## src/rtl/alu_uart_interface_pkg.sv

```systemverilog
// Shared definitions for the UART <-> ALU sequencer and the ALU beside it.
//  - Opcode constants (8-bit encodings, cast to the data width by users).
//  - Sequencer FSM state type, 3-bit, WAIT_A=0 .. WAIT_TX=4.
//  - is_busy(): states in which received bytes cannot be accepted.
package alu_uart_interface_pkg;

   localparam logic [7:0] OP_ADD = 8'h20;
   localparam logic [7:0] OP_SUB = 8'h22;
   localparam logic [7:0] OP_AND = 8'h24;
   localparam logic [7:0] OP_OR  = 8'h25;
   localparam logic [7:0] OP_XOR = 8'h26;
   localparam logic [7:0] OP_SRA = 8'h03;
   localparam logic [7:0] OP_SRL = 8'h02;
   localparam logic [7:0] OP_NOR = 8'h27;

   typedef enum logic [2:0] {
      WAIT_A  = 3'd0,
      WAIT_B  = 3'd1,
      WAIT_OP = 3'd2,
      SEND    = 3'd3,
      WAIT_TX = 3'd4
   } state_e;

   function automatic logic is_busy(input state_e s);
      return (s == SEND) || (s == WAIT_TX);
   endfunction

endpackage

```

## src/rtl/alu_uart_interface.sv

```systemverilog
// Sequencer between UART rx/tx and the combinational ALU.
// Collects operand A, operand B and opcode from the receiver, presents them as
// registered ALU inputs, captures the ALU result one cycle later and starts the
// transmitter with it.
// Ports:
//  clk, reset     clock; synchronous active-high reset
//  rx_done_tick   one-cycle pulse, rx_data valid
//  rx_data        received byte
//  tx_done_tick   one-cycle pulse, transmitter finished
//  alu_result     combinational ALU output for alu_a/alu_b/alu_op
//  alu_a/b/op     registered ALU inputs
//  tx_start       one-cycle pulse, transmit tx_data
//  tx_data        registered result byte
//  busy           high while a result is being sent (SEND, WAIT_TX)
//  rx_overrun     sticky flag: byte received while busy; cleared by reset only
module alu_uart_interface
   import alu_uart_interface_pkg::*;
#(
   parameter int unsigned DATA_WIDTH = 8
) (
   input  logic                  clk,
   input  logic                  reset,
   input  logic                  rx_done_tick,
   input  logic [DATA_WIDTH-1:0] rx_data,
   input  logic                  tx_done_tick,
   input  logic [DATA_WIDTH-1:0] alu_result,
   output logic [DATA_WIDTH-1:0] alu_a,
   output logic [DATA_WIDTH-1:0] alu_b,
   output logic [DATA_WIDTH-1:0] alu_op,
   output logic                  tx_start,
   output logic [DATA_WIDTH-1:0] tx_data,
   output logic                  busy,
   output logic                  rx_overrun
);

   state_e                state_q, state_d;
   logic [DATA_WIDTH-1:0] alu_a_q, alu_a_d;
   logic [DATA_WIDTH-1:0] alu_b_q, alu_b_d;
   logic [DATA_WIDTH-1:0] alu_op_q, alu_op_d;
   logic [DATA_WIDTH-1:0] tx_data_q, tx_data_d;
   logic                  tx_start_q, tx_start_d;
   logic                  rx_overrun_q, rx_overrun_d;

   always_ff @(posedge clk) begin
      if (reset) begin
         state_q      <= WAIT_A;
         alu_a_q      <= '0;
         alu_b_q      <= '0;
         alu_op_q     <= '0;
         tx_data_q    <= '0;
         tx_start_q   <= 1'b0;
         rx_overrun_q <= 1'b0;
      end else begin
         state_q      <= state_d;
         alu_a_q      <= alu_a_d;
         alu_b_q      <= alu_b_d;
         alu_op_q     <= alu_op_d;
         tx_data_q    <= tx_data_d;
         tx_start_q   <= tx_start_d;
         rx_overrun_q <= rx_overrun_d;
      end
   end

   always_comb begin
      state_d      = state_q;
      alu_a_d      = alu_a_q;
      alu_b_d      = alu_b_q;
      alu_op_d     = alu_op_q;
      tx_data_d    = tx_data_q;
      tx_start_d   = 1'b0;
      rx_overrun_d = rx_overrun_q;

      case (state_q)
         WAIT_A: begin
            if (rx_done_tick) begin
               alu_a_d = rx_data;
               state_d = WAIT_B;
            end
         end
         WAIT_B: begin
            if (rx_done_tick) begin
               alu_b_d = rx_data;
               state_d = WAIT_OP;
            end
         end
         WAIT_OP: begin
            if (rx_done_tick) begin
               alu_op_d = rx_data;
               state_d  = SEND;
            end
         end
         SEND: begin
            // ALU inputs have been stable for a full cycle; result is valid here.
            tx_data_d  = alu_result;
            tx_start_d = 1'b1;
            state_d    = WAIT_TX;
         end
         WAIT_TX: begin
            if (tx_done_tick) begin
               state_d = WAIT_A;
            end
         end
         default: state_d = WAIT_A;
      endcase

      // A byte arriving while busy is dropped, including one coinciding with
      // tx_done_tick: the FSM only returns to WAIT_A after that edge.
      if (rx_done_tick && is_busy(state_q)) begin
         rx_overrun_d = 1'b1;
      end
   end

   assign alu_a      = alu_a_q;
   assign alu_b      = alu_b_q;
   assign alu_op     = alu_op_q;
   assign tx_data    = tx_data_q;
   assign tx_start   = tx_start_q;
   assign rx_overrun = rx_overrun_q;
   assign busy       = is_busy(state_q);

endmodule
```

## config.mk

```make
export PLATFORM = sky130hd
export DESIGN_NAME = alu_uart_interface
export DESIGN_NICKNAME = d
export VERILOG_FILES = /design/src/rtl/alu_uart_interface_pkg.sv /design/src/rtl/alu_uart_interface.sv
export SDC_FILE = /design/constraint.sdc
export NUM_CORES = 1
export LEC_CHECK = 0
export BUFFER_PORTS_ARGS = -buffer_cell sky130_fd_sc_hd__buf_4
export CAP_MARGIN = 20
export CORE_AREA = 2 2 59 61
export CTS_BUF_LIST = sky130_fd_sc_hd__clkbuf_8
export DETAILED_ROUTE_END_ITERATION = 6
export DIE_AREA = 0 0 61 63
export HOLD_SLACK_MARGIN = 0.08
export PLACE_DENSITY = 0.75
export SLEW_MARGIN = 20
export SYNTH_ARGS = -nofsm -noshare
export SYNTH_HDL_FRONTEND = slang
export SYNTH_SLANG_ARGS = --single-unit
```

## constraint.sdc

```tcl
create_clock -name clk -period 3.21 [get_ports clk]
set_input_delay 0 -clock clk [delete_from_list [all_inputs] [get_ports clk]]
set_output_delay 0 -clock clk [all_outputs]
set_load 0.005 [all_outputs]
```

---- Word level (Yosys, flattened, before mapping) ----
Index checks and enable logic that the tools add are counted.
cells by class
  $add $sub $neg .......................... 0
  multiply operators ...................... 0
  divide/modulo/power cells ............... 0
  magnitude comparators ................... 0
  eq/ne operators ......................... 8
  shift-type cells ........................ 0
  muxes and demuxes ....................... 6
  bitwise gates (word level) .............. 0
  reduce and logical (&&, ||, !) cells .... 7
operator list
  kind                                                  count
  one-hot mux 3 bit (5 select lines)                    1
  2-to-1 mux 3 bit                                      4
  != test 2 bit (second input constant)                 4
  equality test 3 x 2 -> 1 bit (second input constant)  2
  AND reduction 2 bit                                   3
  AND reduction 4 bit                                   1
  equality test 3 x 1 -> 1 bit (second input constant)  1
  equality test 3 bit (second input constant)           1
  logical NOT 3 bit                                     1
  logical AND 1 bit                                     1
  logical OR 1 bit                                      1
  2-to-1 mux 1 bit                                      1
storage, ports and cells
  flip-flop bits (word level) ............. 37
  bits in latches ......................... 0
  memory bits (writable) .................. 0
  memory bits (read-only) ................. 0
  input port bits ......................... 20
  word-level logic and storage cells ...... 28
  memories kept ........................... 0

---- Depth between registers and ports, before layout ----
Gate-level depths: netlist of run 1.
  word-level depth ........................ 3
  mapped depth ............................ 5
  gate-level depth less buffers ........... 3

---- Least setup slack after synthesis of run 1 ----
OpenSTA, ideal clock, no wires.
  kind .................................... register to register
  start point ............................. register state_q[2]
  end point ............................... register alu_a_q[2], in the netlist alu_a[2]
  arrival time ............................ 1.175 ns
  required time ........................... 3.078 ns
  path slack .............................. 1.903 ns
  stages on the path, launching flop included .. 6
  clock period less this slack ............ 1.307 ns
  cell sequence ........................... dfxtp_1 buf_6 or4b_4 buf_6 nand2_1 a21oi_1
on the way
  word-level cells in the longest chain between the ends .. 2
RTL lines
  item                                  RTL line                  text
  start: declaration                    alu_uart_interface.sv:36  state_e state_q, state_d;
  start signal: assignment              alu_uart_interface.sv:54  state_q <= state_d;
  logical NOT 3 bit                     alu_uart_interface.sv:73  case (state_q)
  AND reduction 2 bit (no source line)  --
  end signal: assignment                alu_uart_interface.sv:55  alu_a_q <= alu_a_d;
  end: declaration                      alu_uart_interface.sv:37  logic [DATA_WIDTH-1:0] alu_a_q, alu_a_d;
Every way passes these cells.
A chain may end at the register's enable or synchronous reset.

---- Worst setup path in the final report of run 1 ----
  start point ............................. register state_q[2]
  end point ............................... output port busy
on the way
  word-level cells in the longest chain between the ends .. 2
  elaborated cells between the ends (all ways) .. 3
  classes of those cells .................. eq/ne: 2; reduce/logical: 1
RTL lines
  item                                                                 RTL line                      text
  equality test 3 x 2 -> 1 bit or equality test 3 bit (tied branches)  alu_uart_interface_pkg.sv:25  return (s == SEND) || (s == WAIT_TX);
  logical OR 1 bit (*)                                                 alu_uart_interface_pkg.sv:25
  end: declaration                                                     alu_uart_interface.sv:32      output logic busy,
Mark *: on every way between the ends. The rest lies on a longest branch, timed or not.

==> flow_summary.yaml, run 1 <==
synth:
  ys_warn_count: 0
  async_reset_ff_frac: 0
  syn_area_um2: 1400
  ys_seq_area_frac: 0.530
  syn_nets: 161
  ys.flop_type: "dfxtp_1"
  synth.avg_cell_area_um2: 9.92
  synth_seq_cells: 37
  yosys.cell_types.count: 21
  synth-edff-count: 0
  postSynthCellCount: 141
sta:
  slew_headroom: 0.581
  drv_slew: 0
  max_slew.worst_pin.slew_ps: 627
  fin_tns_setup_ps: 0
  rsz0062_at_grt: "false"
  setup_viol: 0
  finalClockSkew_ps: 5.01
  finalCriticalPeriod_ps: 1820
  max_freq_ghz: 0.550
  period_share: 0.566
  hold_viol: 0
worst_setup_path:
  cp_slowest_cell: "nand3b_1"
  arrival_ps: 1820
  setup.worst_path.class: "register to output pin"
  critical_path_required_ps: 3210
  crit_path_max_fanout: 11
  cp-endpoint: "busy"
  ff2ff_setup_slack_ps: 1650
  cp-end-kind: "output pin"
  crit_cells: 4
  startpoint: "state_q[2]$_SDFFE_PP0P_"
  cp-start-kind: "register"
  worstReg2RegEnd: "rx_overrun$_SDFFE_PP0P_"
  crit_path_cell_trace: "nand3b_1, a21boi_0, inv_1, buf_4"
  crit_buf_inv: 2
  r2r_start: "state_q[2]$_SDFFE_PP0P_"
  crit_family: "simple AND/OR/NAND/NOR gates"
  cp_slowest_stage_delay_ps: 530
  rr_worst_depth: 3
floorplan:
  chipWidth_um: 61
  start_util: 0.433
  dieArea_um2: 3840
  io_pins: 55
  die_y_um: 63
  core_region_area_um2: 3230
  std_cell_rows: 21
power_and_ir_drop:
  comb_power_share: 0.119
  p_sw_frac: 0.223
  p_total_uw: 946
  peakVddDrop_v: 0.000341
  seq_power_share: 0.515
  power_leakage_nw: 0.953
  pwr_density_cell_nw_per_um2: 456
  p_sw_uw: 211
  p_int_uw: 735
  p_clk_frac: 0.366
detailed_routing:
  drt-vias-per-instance: 4.67
  drc: 0
  ant_nets: 0
  dr.first_iter.drc_count: 36
  wl_per_cell_um: 12.8
  wirelength_mm: 3.28
  dr.pass1.iters: 4
  num_vias: 1196
placement:
  place_congestion: 0.718
  dpl.hpwl_mm: 2.17
  dp_cells: 230
  numPortBuffers: 54
clocking:
  htreeDepth: 2
  cts_tree: "built"
  clk_path_buf_depth: 2
  cts_buffers: 5
  clk_pin_slew_ps: 70
  clk_latency_ps: 290
  clkSinkCount: 37
  clockRootBuffer: "clkbuf_8"
  postCtsSetupBuffers: 0
cells_and_area:
  num_antenna_cells: 0
  final_cells: 256
  nets: 229
  num-fill-cells: 270
  area_delta_synth_final_pct: 48.2
  layout-drive-gt1-share: 0.305
status:
  status: "completed"
global_route:
  grt.total_usage: 0.188
  grt_pass1_wl_mm: 5.31
  grt_pass1_vias: 1169
  overflow: 0
  antenna_found_initial: 0
  grt_max_degree: 39
worst_hold_path:
  hp-class: "input pin to register"
flow_run:
  cap_violations: 0
[power groups by stage]
stage               Sequential (mW)  Clock, mW  Combinational (mW)
floorplan                     0.493          0              0.0532
global placement              0.496          0              0.0929
detailed placement            0.497          0              0.0951
CTS                           0.487      0.357               0.112
global route                  0.489      0.373               0.123
finish                        0.487      0.346               0.113
[how the worst min path moves through the flow]
stage / slack, ps / cells past startpoint / start / endpoint
final: 110 / 2 / reset / alu_b[7]$_SDFFE_PP0P_
after global routing: 120 / 2 / reset / alu_b[7]$_SDFFE_PP0P_
after CTS: 110 / 2 / reset / tx_data[0]$_SDFFE_PP0P_
after detailed placement: 240 / 3 / alu_result[5] / tx_data[5]$_SDFFE_PP0P_
after global placement: 230 / 3 / alu_result[3] / tx_data[3]$_SDFFE_PP0P_
after floorplan: 140 / 2 / rx_data[0] / alu_a[0]$_SDFFE_PP0P_
[Yosys cell counts, types with 2 or more instances]
cell	number	area share
dfxtp_1	37	0.53
nor2_1	26	0.070
mux2i_1	24	0.17
nand2_1	17	0.046
a21oi_1	10	0.036
buf_4	3	0.016
clkbuf_1	3	0.0080
inv_1	3	0.0080
nand3b_1	3	0.016
and4bb_1	2	0.018
buf_2	2	0.0072
buf_6	2	0.016
[routing by layer]
| metal | vias to the layer above | track usage | share of wire |
|---|---|---|---|
| li1 | 601 | - | - |
| met1 | 547 | 0.207 | 0.41 |
| met2 | 41 | 0.313 | 0.51 |
| met3 | 7 | 0.0683 | 0.066 |
| met4 | 0 | 0.0815 | 0.017 |
| met5 | - | 0 | 0 |
[stage by stage]
stage | hold slack, ps | util | cell area [um^2] | worst slack, ps
finish | 114 | 0.642 | 2070 | 1390
global route | 125 | 0.642 | 2070 | 1230
CTS | 109 | 0.642 | 2070 | 1380
detailed placement | 239 | 0.554 | 1790 | 1650
global placement | 230 | 0.554 | 1790 | 1730
floorplan | 136 | - | 1400 | 1900
[repair_timing]
item	4_1_cts	5_1_grt
endpoints found under the hold margin	36	0
hold buffers	18	0
gates resized for setup	0	0
[cell families (layout without fill, tap and decap cells)]
logic type      count (synthesis)  count (layout)  share of synthesized area
simple gates                   53              53                      0.190
flops                          37              37                      0.530
mux                            24              24                      0.172
compound gates                 13              13                     0.0510
buf+inv                        14              83                     0.0581
[worst reg2reg max path: cells and delay by family (launching register included)]
kind,cells,cell delay (ps)
AO/OA/AOI/OAI,2,410
flip-flops,1,500
AND/OR/NAND/NOR,1,530
[sequential cells by signal, indices dropped and copies added, names as in the netlist]
register / count
state_q: 3
rx_overrun: 1
tx_start: 1
tx_data: 8
alu_op: 8
alu_b: 8
alu_a: 8
[cells in the final DEF (no fill, tap or decap)]
cell / n
clkbuf_8: 7
a21oi_1: 10
inv_1: 3
nor3_1: 1
buf_4: 54
clkinv_2: 1
mux2i_1: 24
nand2_1: 17
a21boi_0: 1
nand3b_1: 3
nor3b_1: 1
dfxtp_1: 37
or4b_4: 1
nor4b_4: 1
nand2b_1: 1
nor2_1: 26
and4bb_1: 2
dlygate4sd3_1: 18
o22ai_1: 1
a211oi_1: 1
[cell type report]
| class | count | area [um^2] | area share |
|---|---|---|---|
| Multi-Input combinational cell | 90 | 577 | 0.278 |
| Clock buffer | 7 | 96.3 | 0.0465 |
| Inverter | 3 | 11.3 | 0.00543 |
| Tap cell | 46 | 57.6 | 0.0278 |
| Timing Repair Buffer | 72 | 586 | 0.282 |
| Sequential cell | 37 | 741 | 0.357 |
| Clock inverter | 1 | 5.00 | 0.00241 |
Note: power is estimated with default switching activity, not from simulation.
==> inputs of run 2 (changes only) <==
==> constraint.sdc (replaced) <==
create_clock -name clk -period 1.89 [get_ports clk]
set_input_delay 0 -clock clk [delete_from_list [all_inputs] [get_ports clk]]
set_output_delay 0 -clock clk [all_outputs]
set_load 0.005 [all_outputs]
==> run 2 against run 1 <==
Compared with the run above:
- worst hold slack got worse by 6.4 ps
- design area grew 1.0%
- die area stayed put
- power is 80% higher
- critical path depth increased by 1
- count of clock-buffer cells in the layout decreased by 2
- critical path type unchanged
- critical endpoint unchanged
==> flow_summary.yaml, run 2 (synthesis gave the netlist of run 1 again) <==
status:
  status: "completed"
placement:
  place_congestion: 0.694
  dp_slack_ps: 397
  numPortBuffers: 54
  dpl.hpwl_mm: 2.25
  dp_cells: 231
floorplan:
  std_cell_rows: 21
  start_util: 0.433
  io_pins: 55
  chipWidth_um: 61
  dieArea_um2: 3840
  core_region_area_um2: 3230
  die_y_um: 63
clocking:
  clk_pin_slew_ps: 70
  clkSinkCount: 37
  cts_tree: "built"
  clk_path_buf_depth: 2
  clockRootBuffer: "clkbuf_8"
  clk_latency_ps: 290
  cts_buffers: 5
  cts.repair.resized: 0
  htreeDepth: 2
worst_setup_path:
  startpoint: "state_q[2]$_SDFFE_PP0P_"
  r2r_start: "state_q[1]$_SDFFE_PP0P_"
  crit_path_max_fanout: 11
  setup.worst_path.class: "register to output pin"
  critical_path_required_ps: 1890
  worstReg2RegEnd: "alu_op[2]$_SDFFE_PP0P_"
  cp-start-kind: "register"
  cp-end-kind: "output pin"
  arrival_ps: 1670
  rr_worst_depth: 3
  ff2ff_setup_slack_ps: 390
worst_hold_path:
  holdPathStages: 2
  worstHoldStart: "reset"
  hp-class: "input pin to register"
  min_delay_worst_endpoint: "tx_data[3]$_SDFFE_PP0P_"
global_route:
  antenna_found_initial: 0
  grt_max_degree: 39
  grt.total_usage: 0.197
  overflow: 0
  grt_pass1_vias: 1257
  grt_pass1_wl_mm: 5.76
sta:
  fin_tns_setup_ps: 0
  setup_viol: 0
  finalClockSkew_ps: 4.00
  max_slew.worst_pin.slew_ps: 504
  max_freq_ghz: 0.597
  setup_ws_ps: 216
  rsz0062_at_grt: "false"
  period_share: 0.886
  hold_viol: 0
  drv_slew: 0
  whs_ps: 107
  slew_headroom: 0.664
  finalCriticalPeriod_ps: 1670
detailed_routing:
  ant_nets: 0
  wirelength_mm: 3.33
  drt-vias-per-instance: 4.76
  num_vias: 1223
  dr.pass1.iters: 4
  wl_per_cell_um: 13.0
  drc: 0
  dr.first_iter.drc_count: 39
cells_and_area:
  nets: 230
  layout_commonest_cell: "buf_4"
  num-fill-cells: 265
  area_delta_synth_final_pct: 49.7
  num_antenna_cells: 0
  final_cells: 257
  layout-drive-gt1-share: 0.308
  final_cell_mix: "buf_4 (55), dfxtp_1 (37), nor2_1 (26), mux2i_1 (24), dlygate4sd3_1 (18)"
power_and_ir_drop:
  pwr_density_cell_nw_per_um2: 815
  power_leakage_nw: 0.957
  peakVddDrop_v: 0.000550
  p_total_mw: 1.71
flow_run:
  cap_violations: 0
## run 2: timing repair
item | 4_1_cts | 5_1_grt
setup buffers | 0 | 0
hold buffers | 18 | 0
endpoints found under the setup margin | 0 | 0
hold endpoints to repair | 36 | 0
## run 2: worst max-delay path by stage
stage	cells past startpoint	endpoint	slack, ps
after CTS	5	busy	230
after floorplan	5	alu_a[2]$_SDFFE_PP0P_	580
after detailed placement	3	alu_op[5]$_SDFFE_PP0P_	400
after global placement	3	alu_op[3]$_SDFFE_PP0P_	450
final	5	busy	220
after global routing	5	busy	130
## run 2: where the power goes
part	total (mW)	switching, mW	leakage (nW)	internal (mW)
Sequential	0.826	0.0202	0.300	0.806
Combinational	0.194	0.0808	0.602	0.114
Clock	0.686	0.292	0.0543	0.395
Total	1.71	0.393	0.957	1.31
## run 2: per-layer routing
| metal | part of all wire | GRT usage |
|---|---|---|
| met5 | 0 | 0 |
| met4 | 0.015 | 0.0652 |
| met3 | 0.053 | 0.0476 |
| met2 | 0.49 | 0.324 |
| met1 | 0.44 | 0.247 |
## run 2: final cells by class
cell class | count | area (um^2) | area share
flip-flops and latches | 37 | 741 | 0.354
repair buffers | 73 | 593 | 0.283
multi-input cells | 90 | 577 | 0.275
clock buffers | 5 | 68.8 | 0.0329
well taps | 46 | 57.6 | 0.0275
clock inverters | 3 | 46.3 | 0.0221
inverters | 3 | 11.3 | 0.00538
## run 2: through the flow
stage               instance area (um^2)   util
finish                              2090  0.648
CTS                                 2090  0.648
global placement                    1800  0.557
detailed placement                  1800  0.557
floorplan                           1400      -
global route                        2090  0.648
## run 2: worst max-delay path: stages, from the launching register on
cell	delay, ps
dfxtp_1	510
nand3b_1	160
buf_4	210
a21boi_0	280
inv_1	80
buf_4	140
==> inputs of run 3 (changes only) <==
==> constraint.sdc (replaced) <==
create_clock -name clk -period 1.7 [get_ports clk]
set_input_delay 0 -clock clk [delete_from_list [all_inputs] [get_ports clk]]
set_output_delay 0 -clock clk [all_outputs]
set_load 0.005 [all_outputs]
==> run 3 against run 2 <==
Compared with the run above:
- first-iteration DRC count fell by 2.6%
- routed wire length rose by 3.4%
- via count rose by 0.49%
- count of clock-buffer cells in the layout rose by 1
- utilization rose by 0.50 points
- clock skew rose by 0.69 ps
- non-clock buffer count rose by 2
- critical endpoint is now alu_op[5]$_SDFFE_PP0P_
==> flow_summary.yaml, run 3 (synthesis gave the netlist of run 1 again) <==
floorplan:
  dieArea_um2: 3840
  io_pins: 55
  std_cell_rows: 21
  die_y_um: 63
  chipWidth_um: 61
  start_util: 0.433
  core_region_area_um2: 3230
worst_setup_path:
  arrival_ps: 1680
  crit_path_max_fanout: 9
  cp_slowest_cell: "and4bb_1"
  cp-end-kind: "register"
  cp-start-kind: "register"
  startpoint: "state_q[1]$_SDFFE_PP0P_"
  crit_buf_inv: 0
  crit_family: "simple AND/OR/NAND/NOR gates"
  crit_path_cell_trace: "and4bb_1, mux2i_1, nor2_1"
  cp_slowest_stage_delay_ps: 560
  setup.worst_path.class: "register to register"
  r2r_start: "state_q[1]$_SDFFE_PP0P_"
  critical_path_required_ps: 1860
status:
  status: "completed"
clocking:
  clockRootBuffer: "clkbuf_8"
  clk_pin_slew_ps: 70
  clkSinkCount: 37
  clk_latency_ps: 280
  cts_tree: "built"
  postCtsSetupBuffers: 0
  hold_buffers: 18
  htreeDepth: 2
  cts_buffers: 5
  cts.repair.resized: 0
  clk_path_buf_depth: 2
sta:
  max_slew.worst_pin.slew_ps: 483
  fin_tns_setup_ps: 0
  drv_slew: 0
  hold_viol: 0
  finalClockSkew_ps: 4.69
  slew_headroom: 0.678
  period_share: 0.890
  finalCriticalPeriod_ps: 1510
  setup_viol: 0
  rsz0062_at_grt: "false"
  max_freq_ghz: 0.661
worst_hold_path:
  worstHoldStart: "reset"
  hp-class: "input pin to register"
cells_and_area:
  nets: 232
  num-fill-cells: 261
  seqCellArea_um2: 741
  multi_input_area_um2: 577
  layout-drive-gt1-share: 0.310
  num_antenna_cells: 0
  layout_commonest_cell: "buf_4"
  final_cell_mix: "buf_4 (57), dfxtp_1 (37), nor2_1 (26), mux2i_1 (24), dlygate4sd3_1 (18)"
  area_delta_synth_final_pct: 50.9
power_and_ir_drop:
  peakVddDrop_v: 0.000622
  p_total_mw: 1.90
  pwr_density_cell_nw_per_um2: 901
  power_leakage_nw: 0.976
detailed_routing:
  drt-vias-per-instance: 4.75
  drc: 0
  ant_nets: 0
  num_vias: 1229
  dr.first_iter.drc_count: 38
  wirelength_mm: 3.44
  wl_per_cell_um: 13.3
  dr.pass1.iters: 4
flow_run:
  cap_violations: 0
global_route:
  gr-usage-met2: 0.335
  grt_max_degree: 39
  grt_pass1_wl_mm: 5.71
  grtUsageMet1: 0.236
  overflow: 0
  busiest_layer: "met2"
  antenna_found_initial: 0
  grt_pass1_vias: 1252
  met3_usage: 0.0890
  grt.total_usage: 0.203
placement:
  dpl.hpwl_mm: 2.36
  numPortBuffers: 54
  place_congestion: 0.802
run 3: final cells by class:
type	count	area share
clock buffers	6	0.0391
flip-flops and latches	37	0.351
multi-input cells	90	0.273
inverters	3	0.00533
repair buffers	75	0.288
well taps	46	0.0273
clock inverters	2	0.0160
run 3: where the power goes:
part | internal [mW] | switching [mW]
Clock | 0.472 | 0.289
Sequential | 0.896 | 0.0227
Combinational | 0.129 | 0.0920
run 3: worst register-to-register path: stages (launching register included):
cell and delay [ps]:
dfxtp_1 520, and4bb_1 560, mux2i_1 260, nor2_1 50
run 3: path summary, 6_finish.rpt:
| path | end | slack, ps | cells past startpoint |
|---|---|---|---|
| min reg2reg | alu_a[7]$_SDFFE_PP0P_ | 460 | 2 |
| max | alu_op[5]$_SDFFE_PP0P_ | 190 | 3 |
| max reg2reg | alu_op[5]$_SDFFE_PP0P_ | 190 | 3 |
| min | alu_b[4]$_SDFFE_PP0P_ | 110 | 2 |
run 3: stage by stage:
stage	cells	utilization	cell area (um^2)	hold slack [ps]	setup slack [ps]
after global placement	233	0.561	1810	230	321
after CTS	259	0.653	2110	101	186
after floorplan	141	-	1400	136	393
final	259	0.653	2110	111	186
after detailed placement	233	0.561	1810	243	225
after global routing	259	0.653	2110	118	65.4
run 3: layer usage:
metal  wire length (um)  up-vias  part of all wire
met5                  0        -                 0
met4                 35        0             0.010
met3                230        5             0.067
met2               1800       52              0.52
met1               1370      564              0.40
li1                   -      608                 -
